## src/rtl/kvadd2_control_s_axi.sv

```systemverilog
// AXI4-Lite control register file for kvadd2: turns host writes into ap_start and the
// scalar kernel arguments, tracks busy/done from ap_done, and raises a level interrupt.
module kvadd2_control_s_axi #(
  parameter int C_S_AXI_ADDR_WIDTH = 12,
  parameter int C_S_AXI_DATA_WIDTH = 32,
  parameter int C_M_AXI_ADDR_WIDTH = 64,
  parameter int C_XFER_SIZE_WIDTH  = 32,
  parameter int C_ADDER_BIT_WIDTH  = 32
) (
  input  logic                            aclk,
  input  logic                            areset_n,
  input  logic                            s_axi_awvalid,
  output logic                            s_axi_awready,
  input  logic [C_S_AXI_ADDR_WIDTH-1:0]   s_axi_awaddr,
  input  logic                            s_axi_wvalid,
  output logic                            s_axi_wready,
  input  logic [C_S_AXI_DATA_WIDTH-1:0]   s_axi_wdata,
  input  logic [C_S_AXI_DATA_WIDTH/8-1:0] s_axi_wstrb,
  output logic                            s_axi_bvalid,
  input  logic                            s_axi_bready,
  output logic [1:0]                      s_axi_bresp,
  input  logic                            s_axi_arvalid,
  output logic                            s_axi_arready,
  input  logic [C_S_AXI_ADDR_WIDTH-1:0]   s_axi_araddr,
  output logic                            s_axi_rvalid,
  input  logic                            s_axi_rready,
  output logic [C_S_AXI_DATA_WIDTH-1:0]   s_axi_rdata,
  output logic [1:0]                      s_axi_rresp,
  output logic                            ap_start,
  input  logic                            ap_done,
  output logic [C_M_AXI_ADDR_WIDTH-1:0]   ctrl_addr_offset,
  output logic [C_XFER_SIZE_WIDTH-1:0]    ctrl_xfer_size_in_bytes,
  output logic [C_ADDER_BIT_WIDTH-1:0]    ctrl_constant,
  output logic                            interrupt
);

  localparam logic [5:0] A_CTRL    = 6'h00;
  localparam logic [5:0] A_GIE     = 6'h04;
  localparam logic [5:0] A_IER     = 6'h08;
  localparam logic [5:0] A_ISR     = 6'h0C;
  localparam logic [5:0] A_CONST   = 6'h10;
  localparam logic [5:0] A_XFER    = 6'h18;
  localparam logic [5:0] A_ADDR_LO = 6'h20;
  localparam logic [5:0] A_ADDR_HI = 6'h24;

  typedef enum logic [1:0] {WRIDLE, WRDATA, WRRESP} wstate_e;
  typedef enum logic {RDIDLE, RDDATA} rstate_e;

  wstate_e     wstate_q, wstate_d;
  rstate_e     rstate_q, rstate_d;
  logic [5:0]  waddr_q;
  logic [31:0] rdata_q, rd_val;
  logic        busy_q, busy_d, done_q, done_d, auto_q, auto_d;
  logic        gie_q, gie_d, ier_q, ier_d, isr_q, isr_d;
  logic        start_q, start_d, int_q;
  logic [31:0] const_q, const_d, xfer_q, xfer_d, alo_q, alo_d, ahi_q, ahi_d;
  logic        aw_hs, w_hs, ar_hs, done_evt, start_wr, isr_tog, done_rd;
  logic        unused_addr;

  function automatic logic [31:0] merge(input logic [31:0] old_v, input logic [31:0] new_v,
                                        input logic [3:0] strb);
    merge = old_v;
    for (int b = 0; b < 4; b++)
      if (strb[b]) merge[b*8 +: 8] = new_v[b*8 +: 8];
  endfunction

  assign unused_addr = ^{s_axi_awaddr, s_axi_araddr};

  always_comb begin
    wstate_d      = wstate_q;
    s_axi_awready = 1'b0;
    s_axi_wready  = 1'b0;
    s_axi_bvalid  = 1'b0;
    case (wstate_q)
      WRIDLE: begin
        s_axi_awready = 1'b1;
        if (s_axi_awvalid) wstate_d = WRDATA;
      end
      WRDATA: begin
        s_axi_wready = 1'b1;
        if (s_axi_wvalid) wstate_d = WRRESP;
      end
      WRRESP: begin
        s_axi_bvalid = 1'b1;
        if (s_axi_bready) wstate_d = WRIDLE;
      end
      default: wstate_d = WRIDLE;
    endcase
  end

  always_comb begin
    rstate_d      = rstate_q;
    s_axi_arready = 1'b0;
    s_axi_rvalid  = 1'b0;
    case (rstate_q)
      RDIDLE: begin
        s_axi_arready = 1'b1;
        if (s_axi_arvalid) rstate_d = RDDATA;
      end
      RDDATA: begin
        s_axi_rvalid = 1'b1;
        if (s_axi_rready) rstate_d = RDIDLE;
      end
      default: rstate_d = RDIDLE;
    endcase
  end

  assign aw_hs    = s_axi_awvalid & s_axi_awready;
  assign w_hs     = s_axi_wvalid & s_axi_wready;
  assign ar_hs    = s_axi_arvalid & s_axi_arready;
  assign done_evt = ap_done & busy_q;
  assign start_wr = w_hs && waddr_q == A_CTRL && s_axi_wstrb[0] && s_axi_wdata[0] && !busy_q;
  assign isr_tog  = w_hs && waddr_q == A_ISR && s_axi_wstrb[0] && s_axi_wdata[0];
  // A done arriving with the status read is reported by that read and survives it.
  assign done_rd  = done_q | done_evt;

  always_comb begin
    busy_d  = busy_q;
    auto_d  = auto_q;
    gie_d   = gie_q;
    ier_d   = ier_q;
    const_d = const_q;
    xfer_d  = xfer_q;
    alo_d   = alo_q;
    ahi_d   = ahi_q;
    if (w_hs) begin
      case (waddr_q)
        A_CTRL:    if (s_axi_wstrb[0]) auto_d = s_axi_wdata[7];
        A_GIE:     if (s_axi_wstrb[0]) gie_d = s_axi_wdata[0];
        A_IER:     if (s_axi_wstrb[0]) ier_d = s_axi_wdata[0];
        A_CONST:   const_d = merge(const_q, s_axi_wdata, s_axi_wstrb);
        A_XFER:    xfer_d  = merge(xfer_q, s_axi_wdata, s_axi_wstrb);
        A_ADDR_LO: alo_d   = merge(alo_q, s_axi_wdata, s_axi_wstrb);
        A_ADDR_HI: ahi_d   = merge(ahi_q, s_axi_wdata, s_axi_wstrb);
        default: ;
      endcase
    end
    if (start_wr) busy_d = 1'b1;
    if (done_evt) busy_d = auto_q;
    start_d = start_wr | (done_evt & auto_q);
    done_d  = (ar_hs && s_axi_araddr[5:0] == A_CTRL) ? 1'b0 : done_q;
    if (done_evt) done_d = 1'b1;
    isr_d = isr_q ^ isr_tog;
    if (done_evt && ier_q) isr_d = 1'b1;
  end

  always_comb begin
    rd_val = '0;
    case (s_axi_araddr[5:0])
      A_CTRL:    rd_val = {24'b0, auto_q, 3'b0, done_rd, ~busy_q, done_rd, busy_q};
      A_GIE:     rd_val = {31'b0, gie_q};
      A_IER:     rd_val = {31'b0, ier_q};
      A_ISR:     rd_val = {31'b0, isr_q};
      A_CONST:   rd_val = const_q;
      A_XFER:    rd_val = xfer_q;
      A_ADDR_LO: rd_val = alo_q;
      A_ADDR_HI: rd_val = ahi_q;
      default:   rd_val = '0;
    endcase
  end

  always_ff @(posedge aclk) begin
    if (!areset_n) begin
      wstate_q <= WRIDLE;
      rstate_q <= RDIDLE;
      waddr_q  <= '0;
      rdata_q  <= '0;
      busy_q   <= 1'b0;
      done_q   <= 1'b0;
      auto_q   <= 1'b0;
      gie_q    <= 1'b0;
      ier_q    <= 1'b0;
      isr_q    <= 1'b0;
      start_q  <= 1'b0;
      int_q    <= 1'b0;
      const_q  <= '0;
      xfer_q   <= '0;
      alo_q    <= '0;
      ahi_q    <= '0;
    end else begin
      wstate_q <= wstate_d;
      rstate_q <= rstate_d;
      if (aw_hs) waddr_q <= s_axi_awaddr[5:0];
      if (ar_hs) rdata_q <= rd_val;
      busy_q   <= busy_d;
      done_q   <= done_d;
      auto_q   <= auto_d;
      gie_q    <= gie_d;
      ier_q    <= ier_d;
      isr_q    <= isr_d;
      start_q  <= start_d;
      int_q    <= gie_q & ier_q & isr_q;
      const_q  <= const_d;
      xfer_q   <= xfer_d;
      alo_q    <= alo_d;
      ahi_q    <= ahi_d;
    end
  end

  assign s_axi_bresp             = 2'b00;
  assign s_axi_rresp             = 2'b00;
  assign s_axi_rdata             = rdata_q;
  assign ap_start                = start_q;
  assign interrupt               = int_q;
  assign ctrl_constant           = C_ADDER_BIT_WIDTH'(const_q);
  assign ctrl_xfer_size_in_bytes = C_XFER_SIZE_WIDTH'(xfer_q);
  assign ctrl_addr_offset        = C_M_AXI_ADDR_WIDTH'({ahi_q, alo_q});

endmodule

```

## config.mk

```make
export PLATFORM = sky130hd
export DESIGN_NAME = kvadd2_control_s_axi
export DESIGN_NICKNAME = d
export VERILOG_FILES = /design/src/rtl/kvadd2_control_s_axi.sv
export SDC_FILE = /design/constraint.sdc
export NUM_CORES = 1
export LEC_CHECK = 0
export CORE_ASPECT_RATIO = 1.1
export CORE_MARGIN = 2
export CORE_UTILIZATION = 25
export CTS_CLUSTER_SIZE = 8
export DETAILED_ROUTE_END_ITERATION = 8
export GPL_ROUTABILITY_DRIVEN = 0
export HOLD_SLACK_MARGIN = 0.15
export SLEW_MARGIN = 15
export SYNTH_ARGS = -nofsm -noshare
export SYNTH_HDL_FRONTEND = slang
export SYNTH_SLANG_ARGS = --single-unit
```

## constraint.sdc

```tcl
create_clock -name aclk -period 1.7 [get_ports aclk]
set_input_delay 0.17 -clock aclk [delete_from_list [all_inputs] [get_ports aclk]]
set_output_delay 0.17 -clock aclk [all_outputs]
set_load 0.03 [all_outputs]
```

Word level (Yosys, flattened, before mapping)
Index checks and enable logic that the tools add are counted.
{ "word_totals": {"ff_bits": 177, "latch_bits": 0, "ramBits": 0, "rom_bits": 0, "inputBits": 68, "output_inout_bits": 171, "wordCells": 112, "mem_count": 0} }
{ "classes": {"add_sub_neg": 0, "mul": 0, "n_div": 0, "magnitude_cmp": 0, "n_eq_ne": 19, "shifts": 0, "n_mux": 18, "bitwise": 12, "reduce_logical": 35} }
{ "op_table": {"columns": ["cell", "n"], "rows": [
  ["$pmux W32 S8", 1],
  ["$reduce_and A3 Y1", 20],
  ["$eq A6 B4 Y1 const B", 4],
  ["$eq A6 B5 Y1 const B", 4],
  ["$eq A6 B6 Y1 const B", 4],
  ["$eq A6 B3 Y1 const B", 2],
  ["$logic_not A6 Y1", 2],
  ["$mux W1", 12],
  ["$logic_and A1 B1 Y1", 9],
  ["$and A1 B1 Y1", 7],
  ["$mux W2", 3],
  ["$ne A2 B2 Y1 const B", 3],
  ["$pmux W2 S3", 1],
  ["$reduce_bool A2 Y1", 2],
  ["$eq A2 B1 Y1 const B", 1],
  ["$eq A2 B2 Y1 const B", 1],
  ["$logic_not A2 Y1", 1],
  ["$not A1 Y1", 2],
  ["$or A1 B1 Y1", 2],
  ["$pmux W1 S2", 1],
  ["$logic_not A1 Y1", 1],
  ["$xor A1 B1 Y1", 1]
]} }

Logic depth before layout (Yosys ltp)
Gate-level depths: netlist (run 1).
{ "depth": {"word_depth": 9, "depth_mapped": 8, "depth_no_buf": 4} }

Worst setup path before layout (run 1)
Ideal clock, no wire load.
{ "synth_timing": {"path_type": "flip-flop to flip-flop", "startpoint": "register wstate_q[0]", "endpoint": "register waddr_q[0]", "setup_time_ns": 0.116, "arrival_time_ns": 1.402, "required_time_ns": 1.584, "path_slack_ns": 0.182, "stages_incl_launch_ff": 6, "path_buffers": 1, "cell_sequence": "dfxtp_1 -> nor2_1 -> and2_1 -> buf_2 -> mux2i_1 -> nor2b_1"} }
{ "synth_between": {"elab_chain_cells": 3} }
{ "synth_rtl": {"columns": ["item", "line", "rtl"], "rows": [
  ["start, declared", "49", "wstate_e wstate_q, wstate_d;"],
  ["start signal, assigned", "181", "wstate_q <= wstate_d;"],
  ["$logic_not A2 Y1", "74", "case (wstate_q)"],
  ["$mux W1", "74", null],
  ["net s_axi_awready", "13", "output logic s_axi_awready,"],
  ["$and A1 B1 Y1", "108", "assign aw_hs = s_axi_awvalid & s_axi_awready;"],
  ["end signal, assigned", "183", "if (aw_hs) waddr_q <= s_axi_awaddr[5:0];"],
  ["end, declared", "51", "logic [5:0] waddr_q;"]
]} }
The timed path passes the listed nets, and every way through them passes these cells.
A chain may end at the register's enable or synchronous reset.

Worst setup path after layout (run 1)
{ "layout_timing": {"startpoint": "register alo_q[7]", "endpoint": "output port ctrl_addr_offset[7]"} }
{ "layout_rtl": {"columns": ["item", "line", "rtl"], "rows": [
  ["start, declared", "56", "logic [31:0] const_q, const_d, xfer_q, xfer_d, alo_q, alo_d, ahi_q, ahi_d;"],
  ["start signal, assigned", "195", "alo_q <= alo_d;"],
  ["end, declared", "31", "output logic [C_M_AXI_ADDR_WIDTH-1:0] ctrl_addr_offset,"]
]} }
No word-level cell between the ends.

==> flow_metrics.tcl, run 1 <==
set metrics [dict create \
    cp_cell_sequence "clkdlybuf4s50_1" \
    vias 6237 \
    ys.flop_type "dfxtp_1" \
    antenna_found_initial 1 \
    die_h_um 190 \
    drcViolationCount 0 \
    io_buffers 222 \
    ant_nets 0 \
    syn2layout_area_growth_pct 46.4 \
    path_clk_slew_ns 0.08 \
    max_freq_mhz 600 \
    routed_wl_mm 25.6 \
    rows 68 \
    layout.nets 1027 \
    cp-end-kind "output port" \
    io_pins 239 \
    cts_made_buffers 17 \
    die_w_um 173 \
    synth-seq-cells 177 \
    grt_max_degree 102 \
    place_hpwl_mm 18.0 \
    initial_core_util_pct 25.3 \
    peakVddDrop_mv 0.533 \
    drtIter0Drc 369 \
    clk-insertion-delay-late_ns 0.44 \
    grt_pass1_wl_mm 37.8 \
    path_buf_inv 1 \
    cts_root_buffer "clkbuf_16" \
    clock-sinks 177 \
    slew_viol_final 0 \
    worstMarginPinSlew_ns 0.531 \
    timing.critical_path.from_type "register" \
    min_period_ns 1.67 \
    insertedDiodeCount 0 \
    crit_path_max_fanout 3 \
    cts_tree "done" \
    synth_cell_types 44 \
    yosysSeqAreaShare_pct 44.9 \
    status "finished, final reports clean" \
    power.total_mw 8.74 \
    clock_path_buffers 2 \
    drive_gt1_share_pct 15.4 \
    crit_path_top_delay_cell "clkdlybuf4s50_1" \
    first_global_vias 6245 \
    setup_viol 0 \
    relSlewSlack_pct 64.5 \
    synth_warnings 0 \
    tns_ns 0 \
    p_leak_nw 6.22 \
    h-tree-depth 4 \
    placed_area_um2 10800 \
    period_share_pct 98.0 \
    async_flop_share_pct 0 \
    final_cell_area_um2 11500 \
    syn_avg_cell_area_um2 11.0 \
    hold_viol 0 \
    fp.dieArea_um2 33000 \
    min_path_type "primary input to register" \
    syn_area_um2 7890 \
    required_ns 1.53 \
    drt-vias-per-instance 4.48 \
    cap_viol_max_count 0 \
    ctsHoldBuffers 0 \
    worst_clock_skew_ns 0.0130 \
    track_usage_pct 15.1 \
    core_um2 31200 \
    rsz0062_at_grt "no" \
    post_drt_wl_per_cell_um 18.4 \
    synth-edff-count 0 \
    powerDensity_nw_per_um2 757 \
    grt-ovfl-total 0 \
    cpPeakStageDelay_ns 0.69 \
    synthCells 716 \
    path_delay_family "buffers and inverters" \
    critPathKind "register to output port" \
    crit_arrival_ns 1.50 \
    dr.pass1.iters 6 \
]
==> metrics by stage <==
step	hold slack (ns)	setup slack (ns)	utilization, %	instances
finish	0.300	0.0334	37.0	1392
global placement	0.439	-0.257	34.7	1357
global route	0.286	0.00167	37.0	1392
detailed placement	0.444	-0.332	34.7	1357
floorplan	0.315	0.182	-	719
CTS	0.271	0.000632	36.3	1389
==> cells in the mapped netlist (4+ instances only) <==
master    number  area [um2]
nand3_1       15        75.1
mux2_2        30         338
buf_2         12        60.1
o21ai_0        9        45.0
a222oi_1      27         270
dfxtp_1      177        3540
buf_4          7        52.6
a22o_1         5        43.8
buf_6          8        90.1
nand3_4       15         263
mux2i_1      143        1430
and4b_1        4        40.0
nand2_1       33         124
clkbuf_1      21        78.8
o21ai_1       20         100
nor2b_1      142         888
==> where the power goes <==
group | internal [mW] | total, mW | leakage (nW) | switching, mW
logic | 0.334 | 0.704 | 4.52 | 0.371
registers | 4.17 | 4.19 | 1.43 | 0.0286
clock network | 1.97 | 3.84 | 0.271 | 1.87
total | 6.47 | 8.74 | 6.22 | 2.27
==> state kept, by name (all words and copies together) (netlist names) <==
name,flops
waddr_q,6
wstate_q,2
ahi_q,32
auto_q,1
ap_start,1
alo_q,32
ctrl_xfer_size_in_bytes,32
ctrl_constant,32
interrupt,1
busy_q,1
gie_q,1
s_axi_rdata,32
done_q,1
rstate_q,1
isr_q,1
ier_q,1
==> repair_timing <==
item | in CTS | in global routing
buffers inserted | 0 | 2
pin swaps | 0 | 3
setup endpoints to repair | 67 | 114
endpoints found under the hold margin | 0 | 0
cloned | 0 | 1
gates resized for setup | 40 | 79
==> placed cells by master, fill, tap and decap left out, types with 3 or more instances in the layout <==
| cell type | synthesis | final |
|---|---|---|
| and2_4 | 3 | 3 |
| mux2i_1 | 143 | 143 |
| buf_12 | 0 | 9 |
| a22o_1 | 5 | 5 |
| conb_1 | 1 | 4 |
| inv_8 | 0 | 3 |
| dfxtp_1 | 177 | 174 |
| nor2_1 | 3 | 3 |
| o21ai_1 | 20 | 20 |
| dlymetal6s2s_1 | 0 | 71 |
| clkbuf_16 | 0 | 17 |
| clkinv_4 | 0 | 3 |
| a21boi_0 | 3 | 3 |
| inv_6 | 0 | 5 |
| and4b_1 | 4 | 4 |
| nor4_4 | 3 | 3 |
| inv_1 | 3 | 3 |
| clkdlybuf4s50_1 | 0 | 113 |
| nor2b_1 | 142 | 140 |
| nand3_4 | 15 | 15 |
| nand3_1 | 15 | 15 |
| mux2_2 | 30 | 30 |
| nand2_1 | 33 | 33 |
| dlygate4sd2_1 | 0 | 33 |
| a222oi_1 | 27 | 27 |
| o221ai_1 | 3 | 3 |
| dfxtp_2 | 0 | 3 |
| buf_4 | 7 | 39 |
| o21ai_0 | 9 | 9 |
==> final timing paths <==
kind	from	to	slack, ns	cells past startpoint
hold / removal	areset_n	s_axi_rdata[13]$_SDFFE_PN0P_	0.30	4
hold reg to reg	s_axi_rdata[18]$_SDFFE_PN0P_	s_axi_rdata[18]$_SDFFE_PN0P_	0.45	2
setup reg to reg	waddr_q[1]$_SDFFE_PN0P_	alo_q[28]$_SDFFE_PN0P_	0.11	5
setup / recovery	alo_q[7]$_SDFFE_PN0P_	ctrl_addr_offset[7]	0.03	1
==> kinds of logic (layout without fill, tap and decap cells) <==
family                    after synthesis  in the layout  share of synthesized area [%]
and+or+nand+nor                       236            237                           20.9
AOI/OAI and AO/OA                      74             74                           7.17
buffers and inverters                  53            305                           4.09
xor gates and xnor gates                1              1                          0.111
other                                   1              4                         0.0476
muxes                                 174            174                           22.7
DFF                                   177            177                           44.9
==> cell type report <==
cell class                 count  area, um2
clock buffer                  19        443
clock inverter                13        119
fill                        3164      19700
inverter                       3       11.3
multi-input combinational    490       4080
sequential                   177       3550
tap                          420        526
timing repair buffer         270       2820
==> metal layers <==
| layer | GRT usage [%] | part of all wire (%) |
|---|---|---|
| met1 | 19.3 | 46 |
| met2 | 25.3 | 48 |
| met3 | 3.37 | 4.3 |
| met4 | 4.66 | 1.2 |
| met5 | 0 | 0.051 |
Note: power is estimated with default switching activity, not from simulation.
==> run 2: changes to the inputs <==
--- a/config.mk
+++ b/config.mk
@@ -5,13 +5,15 @@
 export SDC_FILE = /design/constraint.sdc
 export NUM_CORES = 1
 export LEC_CHECK = 0
-export CORE_ASPECT_RATIO = 1.1
+export CORE_ASPECT_RATIO = 1.25
 export CORE_MARGIN = 2
 export CORE_UTILIZATION = 25
 export CTS_CLUSTER_SIZE = 8
 export DETAILED_ROUTE_END_ITERATION = 8
 export GPL_ROUTABILITY_DRIVEN = 0
 export HOLD_SLACK_MARGIN = 0.15
+export RECOVER_POWER = 25
+export SKIP_LAST_GASP = 1
 export SLEW_MARGIN = 15
 export SYNTH_ARGS = -nofsm -noshare
 export SYNTH_HDL_FRONTEND = slang
==> run 2 against run 1 <==
Against the previous run:
- worst hold slack got worse by 0.019 ns
- routed wire length rose by 1.0%
- global-route usage increased by 0.56 points
- power decreased by 0.79%
- die area is essentially flat
- critical path depth unchanged
- clock skew hardly changed
- cell count is 0.65% lower
- count of clock-buffer cells in the layout grew 6
- register-to-register slack better by 0.04 ns
- non-clock buffer count rose by 5
==> flow_metrics.tcl, run 2 (same netlist as run 1, synthesis figures left out) <==
set metrics [dict create \
    initial_core_util_pct 25.4 \
    crit_path_max_fanout 3 \
    slew_viol_final 0 \
    relSlewSlack_pct 61.9 \
    fin_ws_ns 0.0382 \
    drt-vias-per-instance 4.52 \
    drtIter0Drc 405 \
    p_comb_share_pct 8.0 \
    core_um2 31000 \
    required_ns 1.53 \
    netSwitchingFraction_pct 24.2 \
    min_period_ns 1.66 \
    io_buffers 222 \
    grtUsageMet3_pct 4.54 \
    cp_cell_sequence "clkdlybuf4s50_1" \
    antenna_found_initial 2 \
    clk-insertion-delay-late_ns 0.43 \
    multiInputGateArea_um2 4070 \
    met1_usage_pct 19.3 \
    cpPeakStageDelay_ns 0.70 \
    min_path_type "primary input to register" \
    grt_pass1_wl_mm 39.1 \
    first_global_vias 6316 \
    setup_viol 0 \
    cts_root_buffer "clkbuf_16" \
    final_common_cell "dfxtp_1" \
    power.total_mw 8.67 \
    cts_made_buffers 17 \
    cts_tree "done" \
    internal_power_mw 6.58 \
    cap_viol_max_count 0 \
    path_buf_inv 1 \
    p_leak_nw 4.81 \
    clock_path_buffers 2 \
    layout_common_cells "dfxtp_1 (174), mux2i_1 (143), nor2b_1 (142)" \
    worstMarginPinSlew_ns 0.571 \
    critPathKind "register to output port" \
    status "finished, final reports clean" \
    path_clk_slew_ns 0.07 \
    grt-ovfl-total 0 \
    ff_latch_area_um2 3550 \
    period_share_pct 97.8 \
    powerDensity_nw_per_um2 786 \
    post_drt_wl_per_cell_um 18.7 \
    io_pins 239 \
    place_hpwl_mm 18.9 \
    routed_wl_mm 25.9 \
    die_h_um 203 \
    vias 6251 \
    top_usage_layer "met2" \
    h-tree-depth 4 \
    fp.dieArea_um2 33000 \
    clockPowerShare_pct 43.5 \
    crit_path_top_delay_cell "clkdlybuf4s50_1" \
    max_freq_mhz 602 \
    timing.critical_path.from_type "register" \
    peakVddDrop_mv 0.391 \
    path_delay_family "buffers and inverters" \
    dr.pass1.iters 7 \
    rows 72 \
    track_usage_pct 15.6 \
    crit_arrival_ns 1.49 \
    cts_setup_buffers 0 \
    use_met2_pct 26.7 \
    clock-sinks 177 \
    worst_clock_skew_ns 0.0135 \
    place_ws_ns -0.214 \
    layout.nets 1031 \
    ant_nets 0 \
    cp-end-kind "output port" \
    hold_viol 0 \
    num-fill-cells 3205 \
    grt_max_degree 97 \
    sequentialPowerShare_pct 48.5 \
    insertedDiodeCount 0 \
    syn2layout_area_growth_pct 39.8 \
    power_switching_mw 2.10 \
    drcViolationCount 0 \
    die_w_um 163 \
    ctsResizeCount 40 \
    whs_ns 0.282 \
    drive_gt1_share_pct 15.3 \
    ctsHoldBuffers 0 \
]
## run 2: path summary, 6_finish.rpt
| kind | from | to | slack (ns) | cells past startpoint |
|---|---|---|---|---|
| min | areset_n | s_axi_rdata[23]$_SDFFE_PN0P_ | 0.28 | 4 |
| max reg2reg | waddr_q[0]$_SDFFE_PN0P_ | alo_q[6]$_SDFFE_PN0P_ | 0.15 | 5 |
| max | ahi_q[12]$_SDFFE_PN0P_ | ctrl_addr_offset[44] | 0.04 | 1 |
| min reg2reg | s_axi_rdata[24]$_SDFFE_PN0P_ | s_axi_rdata[24]$_SDFFE_PN0P_ | 0.45 | 2 |
## run 2: cell type report
class / count / share of cell area (%)
Clock buffer: 25 / 4.58
Clock inverter: 7 / 0.454
Inverter: 3 / 0.102
Multi-Input combinational cell: 489 / 36.9
Sequential cell: 177 / 32.2
Tap cell: 407 / 4.62
Timing Repair Buffer: 275 / 21.2
## run 2: stage by stage
stage | cell area (um2) | cells | TNS [ns] | utilization (%)
2_1_floorplan | 7900 | 719 | 0 | -
3_3_place_gp | 10900 | 1351 | -15.20 | 35.2
3_5_place_dp | 10900 | 1351 | -17.44 | 35.2
4_1_cts | 11400 | 1383 | -0.0326 | 36.8
5_1_grt | 11000 | 1383 | -0.00420 | 35.6
6_report | 11000 | 1383 | 0 | 35.6
## run 2: per-layer routing
metal | vias up | share of wire, %
met5 | - | 0.10
met4 | 4 | 1.1
met3 | 17 | 6.7
met2 | 193 | 50
met1 | 3002 | 42
li1 | 3035 | -
## run 2: power groups by stage
| stage | sequential [mW] | clock [mW] | combinational (mW) |
|---|---|---|---|
| final | 4.20 | 3.78 | 0.693 |
| after floorplan | 4.30 | 0 | 0.336 |
| after detailed placement | 4.30 | 0 | 0.707 |
| after CTS | 4.20 | 3.92 | 0.703 |
| after global routing | 4.20 | 4.08 | 0.736 |
| after global placement | 4.30 | 0 | 0.705 |
